--- config.mk ---
export PLATFORM = sky130hd
export DESIGN_NAME = softmax_loader
export DESIGN_NICKNAME = d
export VERILOG_FILES = /design/src/rtl/softmax_loader.sv
export SDC_FILE = /design/constraint.sdc
export NUM_CORES = 2
export LEC_CHECK = 0
export BUFFER_PORTS_ARGS = -buffer_cell sky130_fd_sc_hd__buf_2
export CAP_MARGIN = 25
export CORE_AREA = 2 2 539 541
export CTS_CLUSTER_DIAMETER = 100
export CTS_CLUSTER_SIZE = 16
export DETAILED_ROUTE_END_ITERATION = 8
export DIE_AREA = 0 0 541 543
export SLEW_MARGIN = 5
export SYNTH_ARGS = -nofsm -noshare
export SYNTH_HDL_FRONTEND = slang
export SYNTH_SLANG_ARGS = --single-unit
--- constraint.sdc ---
create_clock -name clk -period 2.7 [get_ports clk]
set_clock_uncertainty 0.15 [all_clocks]
set_input_delay 0.54 -clock clk [delete_from_list [all_inputs] [get_ports clk]]
set_output_delay 0.54 -clock clk [all_outputs]
set_load 0.005 [all_outputs]
--- src/rtl/softmax_loader.sv ---
// Softmax coefficient loader: pops one packed word from the coefficient FIFO,
// streams its coefficients as valid/ready beats and reports their sum.
module softmax_loader #(
  parameter int DATA_WIDTH     = 8,
  parameter int NUM_OF_NODES   = 168,
  parameter int NUM_NODE_WIDTH = $clog2(NUM_OF_NODES),
  parameter int SOFTMAX_WIDTH  = NUM_OF_NODES*DATA_WIDTH+NUM_NODE_WIDTH,
  parameter int SUM_WIDTH      = DATA_WIDTH+NUM_NODE_WIDTH
) (
  input  logic                      clk,
  input  logic                      rst_n,
  input  logic [SOFTMAX_WIDTH-1:0]  fifo_data_i,
  input  logic                      fifo_empty_i,
  output logic                      fifo_rd_valid_o,
  output logic [DATA_WIDTH-1:0]     coef_o,
  output logic [NUM_NODE_WIDTH-1:0] coef_idx_o,
  output logic                      coef_valid_o,
  output logic                      coef_last_o,
  input  logic                      coef_ready_i,
  output logic [SUM_WIDTH-1:0]      sum_o,
  output logic                      sum_valid_o,
  output logic                      busy_o
);

  typedef enum logic [1:0] {
    IDLE,
    POP_WAIT,
    STREAM,
    DONE
  } state_t;

  localparam logic [NUM_NODE_WIDTH-1:0] MAX_N =
    NUM_NODE_WIDTH'(NUM_OF_NODES);

  typedef logic [NUM_OF_NODES-1:0][DATA_WIDTH-1:0] coef_vec_t;

  state_t                    state;
  coef_vec_t                 coefs;
  coef_vec_t                 word_coefs;
  logic [NUM_NODE_WIDTH-1:0] cnt;
  logic [NUM_NODE_WIDTH-1:0] n_raw;
  logic [NUM_NODE_WIDTH-1:0] n_clamp;
  logic [SUM_WIDTH-1:0]      acc;
  logic [SUM_WIDTH-1:0]      acc_next;
  logic                      fire;

  assign n_raw      = fifo_data_i[NUM_NODE_WIDTH-1:0];
  assign n_clamp    = (n_raw > MAX_N) ? MAX_N : n_raw;
  assign word_coefs = fifo_data_i[SOFTMAX_WIDTH-1:NUM_NODE_WIDTH];
  assign fire       = coef_valid_o & coef_ready_i;
  assign acc_next   = acc + SUM_WIDTH'(coef_o);

  // Coefficients are shifted down so the current beat always sits in slot 0
  assign coef_o = coefs[0];

  // Pop is combinational so the word lands one cycle later in POP_WAIT
  assign fifo_rd_valid_o = rst_n & (state == IDLE) & ~fifo_empty_i;

  always_ff @(posedge clk or negedge rst_n) begin
    if (!rst_n) begin
      state        <= IDLE;
      coefs        <= '0;
      cnt          <= '0;
      acc          <= '0;
      coef_idx_o   <= '0;
      coef_valid_o <= 1'b0;
      coef_last_o  <= 1'b0;
      sum_o        <= '0;
      sum_valid_o  <= 1'b0;
      busy_o       <= 1'b0;
    end else begin
      unique case (state)
        IDLE: begin
          sum_valid_o <= 1'b0;
          if (!fifo_empty_i) begin
            state  <= POP_WAIT;
            busy_o <= 1'b1;
          end
        end
        POP_WAIT: begin
          coefs      <= word_coefs;
          cnt        <= n_clamp;
          coef_idx_o <= '0;
          acc        <= '0;
          if (n_clamp == '0) begin
            state       <= DONE;
            sum_o       <= '0;
            sum_valid_o <= 1'b1;
          end else begin
            state        <= STREAM;
            coef_valid_o <= 1'b1;
            coef_last_o  <= (n_clamp == NUM_NODE_WIDTH'(1));
          end
        end
        STREAM: begin
          if (fire) begin
            acc   <= acc_next;
            coefs <= coefs >> DATA_WIDTH;
            if (coef_last_o) begin
              state        <= DONE;
              coef_valid_o <= 1'b0;
              coef_last_o  <= 1'b0;
              sum_o        <= acc_next;
              sum_valid_o  <= 1'b1;
            end else begin
              coef_idx_o  <= coef_idx_o + NUM_NODE_WIDTH'(1);
              coef_last_o <= (coef_idx_o + NUM_NODE_WIDTH'(2)) == cnt;
            end
          end
        end
        DONE: begin
          sum_valid_o <= 1'b0;
          busy_o      <= 1'b0;
          state       <= IDLE;
        end
        default: state <= IDLE;
      endcase
    end
  end

endmodule

Word-level counts from Yosys, hierarchy flattened
Cells that the tools add are included.
{"block": "totals", "reg_bits": 1398, "latch_bits": 0, "ramBits": 0, "romBits": 0, "out_inout_bits": 37, "elab_cells": 240, "mem_count": 0}
{"block": "classes", "add_sub_neg": 3, "mul": 0, "div": 0, "magnitude_cmp": 1, "eq_ne": 11, "shifts": 0, "mux": 31, "bitwise": 4, "reduce_logical": 13}
{"operator": "$pmux 1344 s2", "n": 1}
{"operator": "$mux 1344", "n": 1}
{"operator": "$mux 16", "n": 4}
{"operator": "$pmux 16 s2", "n": 2}
{"operator": "$mux 8", "n": 3}
{"operator": "$add 16x8->16", "n": 1}
{"operator": "$pmux 8 s2", "n": 1}
{"operator": "$ne 2x2->1 const B", "n": 6}
{"operator": "$reduce_and 3->1", "n": 4}
{"operator": "$mux 1", "n": 11}
{"operator": "$add 8x1->8 const B", "n": 1}
{"operator": "$add 8x2->8 const B", "n": 1}
{"operator": "$eq 8x1->1 const B", "n": 1}
{"operator": "$eq 8x8->1", "n": 1}
{"operator": "$gt 8x8->1 const B", "n": 1}
{"operator": "$logic_not 8->1", "n": 1}
{"operator": "$pmux 2 s4", "n": 1}
{"operator": "$reduce_and 4->1", "n": 2}
{"operator": "$mux 2", "n": 3}
{"operator": "$pmux 1 s2", "n": 3}
{"operator": "$eq 2x2->1 const B", "n": 2}
{"operator": "$reduce_and 2->1", "n": 2}
{"operator": "$reduce_bool 2->1", "n": 2}
{"operator": "$and 1x1->1", "n": 3}
{"operator": "other kinds (5)", "n": 5}

Logic depth before layout (Yosys ltp)
{"block": "depth", "depth_word": 5, "ltp_mapped": 12}

Worst setup path before layout
No wires, ideal clock.
{"block": "synth_timing", "path_type": "register to register", "from": "register coefs (netlist bit coef_o[0])", "to": "register acc[10]", "arrival_ns": 1.938, "t_required_ns": 2.415, "slack_ns": 0.477, "stages_incl_launch_ff": 8, "path_buffers": 0, "period_less_slack_ns": 2.223, "path_cell_list": "dfrtp_1 -> ha_1 -> fa_1 -> a211oi_1 -> o211ai_1 -> nand4_1 -> mux2i_1 -> o21ai_0"}
{"block": "synth_between", "elab_chain_len": 3}
{"element": "from (decl)", "line": "38", "text": "coef_vec_t coefs;"}
{"element": "from (signal assigned)", "line": "81", "text": "coefs <= word_coefs;"}
{"element": "from (signal assigned)", "line": "98", "text": "coefs <= coefs >> DATA_WIDTH;"}
{"element": "$add 16x8->16", "line": "51", "text": "assign acc_next = acc + SUM_WIDTH'(coef_o);"}
{"element": "$mux 16", "line": "96", "text": "if (fire) begin"}
{"element": "$pmux 16 s2", "line": "72", "text": "unique case (state)"}
{"element": "to (signal assigned)", "line": "97", "text": "acc <= acc_next;"}
{"element": "to (decl)", "line": "43", "text": "logic [SUM_WIDTH-1:0] acc;"}
Every way passes these cells. The select of a mux whose other input is x is not followed.
A chain may end at the register's enable or synchronous reset.

Worst setup path after layout
{"block": "layout_timing", "from": "register state[0]", "to": "register coefs[613] (netlist name)"}
{"block": "layout_between", "elab_chain_len": 3}
{"element": "from (decl)", "line": "37", "text": "state_t state;"}
{"element": "from (signal assigned)", "line": "61", "text": "state <= IDLE;"}
{"element": "from (signal assigned)", "line": "76", "text": "state <= POP_WAIT;"}
{"element": "from (signal assigned)", "line": "86", "text": "state <= DONE;"}
{"element": "$eq 2x2->1 or $eq 2x1->1 (tied branches)", "line": "72"}
{"element": "$ne 2x2->1 (no line) or $reduce_bool 2->1 (tied branches)"}
{"element": "$reduce_and 2->1 (no line)"}
Parallel ways exist; a longest one is shown, timed or not.

==> results.rst <==
.. list-table::
   :header-rows: 1

   * - Metric
     - Value
   * - Status
     - complete, no violations
   * - Setup violations, final
     - 0
   * - Yosys top cell by area
     - sky130_fd_sc_hd__dfrtp_1
   * - Net total in the final layout
     - 10160
   * - Worst reg2reg setup slack
     - 0.12 ns
   * - Number of detailed-route iterations in the first pass
     - 6
   * - Synthesis-stage register bit count
     - 1398
   * - Class of the most critical hold timing path
     - input pin to register
   * - Width of the die
     - 541 µm
   * - Critical path type
     - register to register
   * - Cell count along the critical path
     - 8
   * - Initial antenna violation count
     - 96
   * - Capture point of the worst reg-to-reg path
     - coefs[613]
   * - Number of enable flip-flop cells after synthesis
     - 0
   * - Hold violation count in the final report
     - 0
   * - Count of buffering cells on the critical path with inverters included
     - 5
   * - Worst setup path start
     - state[0]
   * - Slew Limit Headroom
     - 39.9%
   * - Post-synth cell types
     - 60
   * - Worst-path maximum fanout
     - 19
   * - Worst path max stage delay
     - 0.48 ns
   * - Starting density of the core
     - 22.6%
   * - Kind of end point of the critical path
     - register
   * - Maximum clock rate
     - 388 MHz
   * - Setup repair after global routing missed its margin
     - false
   * - Total nets after synthesis
     - 7540
   * - Initial DRC Count
     - 3724
   * - Critical-path cell with the highest stage delay
     - sky130_fd_sc_hd__mux2i_1
   * - Final Max Tran Viols
     - 0
   * - Remaining routing DRC violations
     - 0
   * - Die height
     - 543 µm
   * - Share of Yosys cell area claimed by the top area cell type
     - 53.8%
   * - Minimum clock period after layout
     - 2.58 ns
   * - Total die area
     - 294000 µm²
   * - Power density of the placed cells
     - 1020 nW/µm²
   * - Insertion delay of the later-clocked pin in the worst-skew pair
     - 0.84 ns
   * - DR vias/cell
     - 4.38
   * - Commonest cells after routing, fill and taps aside
     - 1398 x sky130_fd_sc_hd__dfrtp_1, 1391 x sky130_fd_sc_hd__buf_2, 1367 x sky130_fd_sc_hd__nand2_1
   * - Tightest Pin Transition
     - 0.901 ns
   * - Proportion of synthesized chip area in sequential cells
     - 53.8%
   * - Critical Path Sink
     - coefs[613]
   * - Clock sink count
     - 1398
   * - Per-instance average area after synthesis
     - 10.5 µm²
   * - Number of placed I/O pins
     - 1393
   * - Main flop type after synthesis
     - sky130_fd_sc_hd__dfrtp_1
   * - Share of synthesized registers carrying an async set or reset
     - 100%
   * - Most common library cell in the layout ignoring fill and taps
     - sky130_fd_sc_hd__dfrtp_1
   * - Total number of vias
     - 55501
   * - Post-DP HPWL
     - 185000 µm
   * - Number of warnings printed during yosys synthesis
     - 0
   * - Worst-case reg-to-reg path depth
     - 8
   * - Vias in the first global route
     - 57322
   * - Cell types with the largest area share after synthesis
     - sky130_fd_sc_hd__dfrtp_1 54%, sky130_fd_sc_hd__mux2i_1 21%, sky130_fd_sc_hd__o21ai_0 11%
   * - Input/output buffers
     - 1392
   * - Routed wire per std cell
     - 19.8 µm
   * - Bufs on Longest Clock Path
     - 4
   * - TritonCTS Buffers
     - 105
   * - Total number of H-tree levels
     - 3
   * - Total congestion overflow after global routing
     - 0
   * - Post-synthesis instance total
     - 6169
   * - Share of cells above drive strength 1
     - 20.3%
   * - Master cell of the clock root buffer
     - sky130_fd_sc_hd__clkbuf_16
   * - Maximum Capacitance Violations
     - 0
   * - Share of the clock period used by the worst path after layout
     - 95.4%
   * - GP Congestion
     - 0.853
   * - Startpoint of the worst register-to-register path
     - state[0]
   * - Post-synthesis instance area
     - 65000 µm²
   * - First-pass GRT wire length
     - 368000 µm
   * - Sum of routed wire length over all layers
     - 251000 µm
   * - Post-route ant nets
     - 0
   * - Placeable core area
     - 287000 µm²
   * - Worst setup SP type
     - register
   * - Worst EP required
     - 3.26 ns
   * - TritonCTS clock tree
     - built
   * - Overall power consumption
     - 0.0953 W
   * - Leakage power total
     - 41.7 nW
   * - Arrival time of the worst setup path
     - 3.13 ns
   * - Clock slew at reported path FFs
     - 0.07 ns
   * - Cell family with most CP delay
     - buffers and inverters
   * - Number of rows created at floorplan
     - 197
   * - Worst Hold Margin
     - 0.0742 ns
   * - Global-route usage over all layers
     - 16.4%
   * - Largest net degree at the start of global routing
     - 166
   * - Area growth, synth to finish
     - 43.5%
   * - Maximum vdd drop
     - 0.000829 V
   * - Cell Chain, Critical Path
     - inv_1 > ha_4 > buf_12 > buf_12 > buf_4 > mux2i_1 > buf_4 > o21ai_0
   * - Setup tns final
     - 0 ns
==> registers in the layout (all words and copies together) (netlist names) <==
signal and count:
acc 16, busy_o 1, cnt 8, coef_idx_o 8
coef_last_o 1, coef_o 8, coef_valid_o 1, coefs 1336
state 2, sum_o 16, sum_valid_o 1
==> layer usage <==
| layer | share of wire, % | GRT usage (%) | wire [µm] |
|---|---|---|---|
| met1 | 41 | 20.1 | 103000 |
| met2 | 48 | 27.9 | 121000 |
| met3 | 6.0 | 3.33 | 15000 |
| met4 | 4.5 | 7.18 | 11300 |
| met5 | 0.078 | 0 | 196 |
==> synth_stat cells, types with 2 or more instances <==
cell                        count
sky130_fd_sc_hd__clkbuf_2      10
sky130_fd_sc_hd__o211ai_1       6
sky130_fd_sc_hd__mux2_2         3
sky130_fd_sc_hd__and2_1         4
sky130_fd_sc_hd__a211oi_1       2
sky130_fd_sc_hd__nand2b_1       3
sky130_fd_sc_hd__nand2_1     1367
sky130_fd_sc_hd__inv_1         15
sky130_fd_sc_hd__nand3_1       20
sky130_fd_sc_hd__a31oi_1        3
sky130_fd_sc_hd__o2111ai_1      4
sky130_fd_sc_hd__a22o_1        22
sky130_fd_sc_hd__o211a_1        2
sky130_fd_sc_hd__o31ai_1        3
sky130_fd_sc_hd__nand4_1       10
sky130_fd_sc_hd__o22a_1         3
sky130_fd_sc_hd__o21ai_0     1365
sky130_fd_sc_hd__nor4_1         2
sky130_fd_sc_hd__xor2_1         6
sky130_fd_sc_hd__mux2i_1     1342
sky130_fd_sc_hd__or3_1          4
sky130_fd_sc_hd__clkbuf_1     147
sky130_fd_sc_hd__buf_2        181
sky130_fd_sc_hd__buf_4         23
sky130_fd_sc_hd__a21oi_1       11
sky130_fd_sc_hd__dfrtp_1     1398
sky130_fd_sc_hd__and3_1         6
sky130_fd_sc_hd__nor2b_1        3
sky130_fd_sc_hd__nor3_1         6
sky130_fd_sc_hd__a2111oi_4      3
sky130_fd_sc_hd__nor2_1        22
sky130_fd_sc_hd__buf_6        115
sky130_fd_sc_hd__xnor2_1       18
sky130_fd_sc_hd__ha_1          14
==> report_power, final <==
part | internal (W) | switching [W] | total (W)
Sequential | 0.0312 | 0.00670 | 0.0379
Clock | 0.00711 | 0.00797 | 0.0151
Combinational | 0.0181 | 0.0242 | 0.0423
==> tightest hold or removal path: stages <==
cell and delay (ns):
sky130_fd_sc_hd__buf_2 0.08, sky130_fd_sc_hd__mux2i_1 0.09, sky130_fd_sc_hd__buf_4 0.17, sky130_fd_sc_hd__o21ai_0 0.13
==> what timing repair did <==
item | 4_1_cts | 5_1_grt
setup endpoints to repair | 1 | 2
resized for setup | 1 | 1
buffers inserted | 0 | 1
hold buffers | 1346 | 0
endpoints found under the hold margin | 1926 | 0
==> stage by stage <==
| step | area [µm²] | std cells | setup slack (ns) | util [%] |
|---|---|---|---|---|
| after detailed placement | 76800 | 11116 | 0.0764 | 26.7 |
| after global placement | 76800 | 11116 | 0.0788 | 26.7 |
| after floorplan | 65000 | 6169 | 0.477 | - |
| after global routing | 93300 | 12649 | 0.0356 | 32.5 |
| final | 93300 | 12668 | 0.124 | 32.5 |
| after CTS | 93100 | 12583 | 0.00820 | 32.4 |
==> final cells by class <==
type / count / area, µm²
fillers: 28912 / 194000
flip-flops and latches: 1398 / 35000
multi-input cells: 4279 / 27100
repair buffers: 2989 / 23400
well taps: 3781 / 4730
clock buffers: 106 / 2630
clock inverters: 15 / 229
diodes: 84 / 210
inverters: 16 / 60.1
==> worst min-delay path by stage <==
stage                                 start           to  slack [ns]  cells after the start
after floorplan                       rst_n       acc[0]        0.09                      0
after global placement               acc[2]       acc[2]        0.31                      2
after detailed placement             acc[2]       acc[2]        0.31                      2
after CTS                 fifo_data_i[1046]  coefs[1038]       0.002                      4
after global routing       fifo_data_i[617]   coefs[609]        0.05                      3
final                      fifo_data_i[154]   coefs[146]        0.07                      4
==> logic make-up after synthesis <==
logic type / synth area share (%)
flip-flops: 53.8
adder cells (fa/ha/maj): 0.300
AND/OR/NAND/NOR: 8.68
multiplexers: 20.7
buffers and inverters: 4.67
AO/OA/AOI/OAI: 11.5
XOR/XNOR: 0.323
Power figures use the tool's default switching activity.
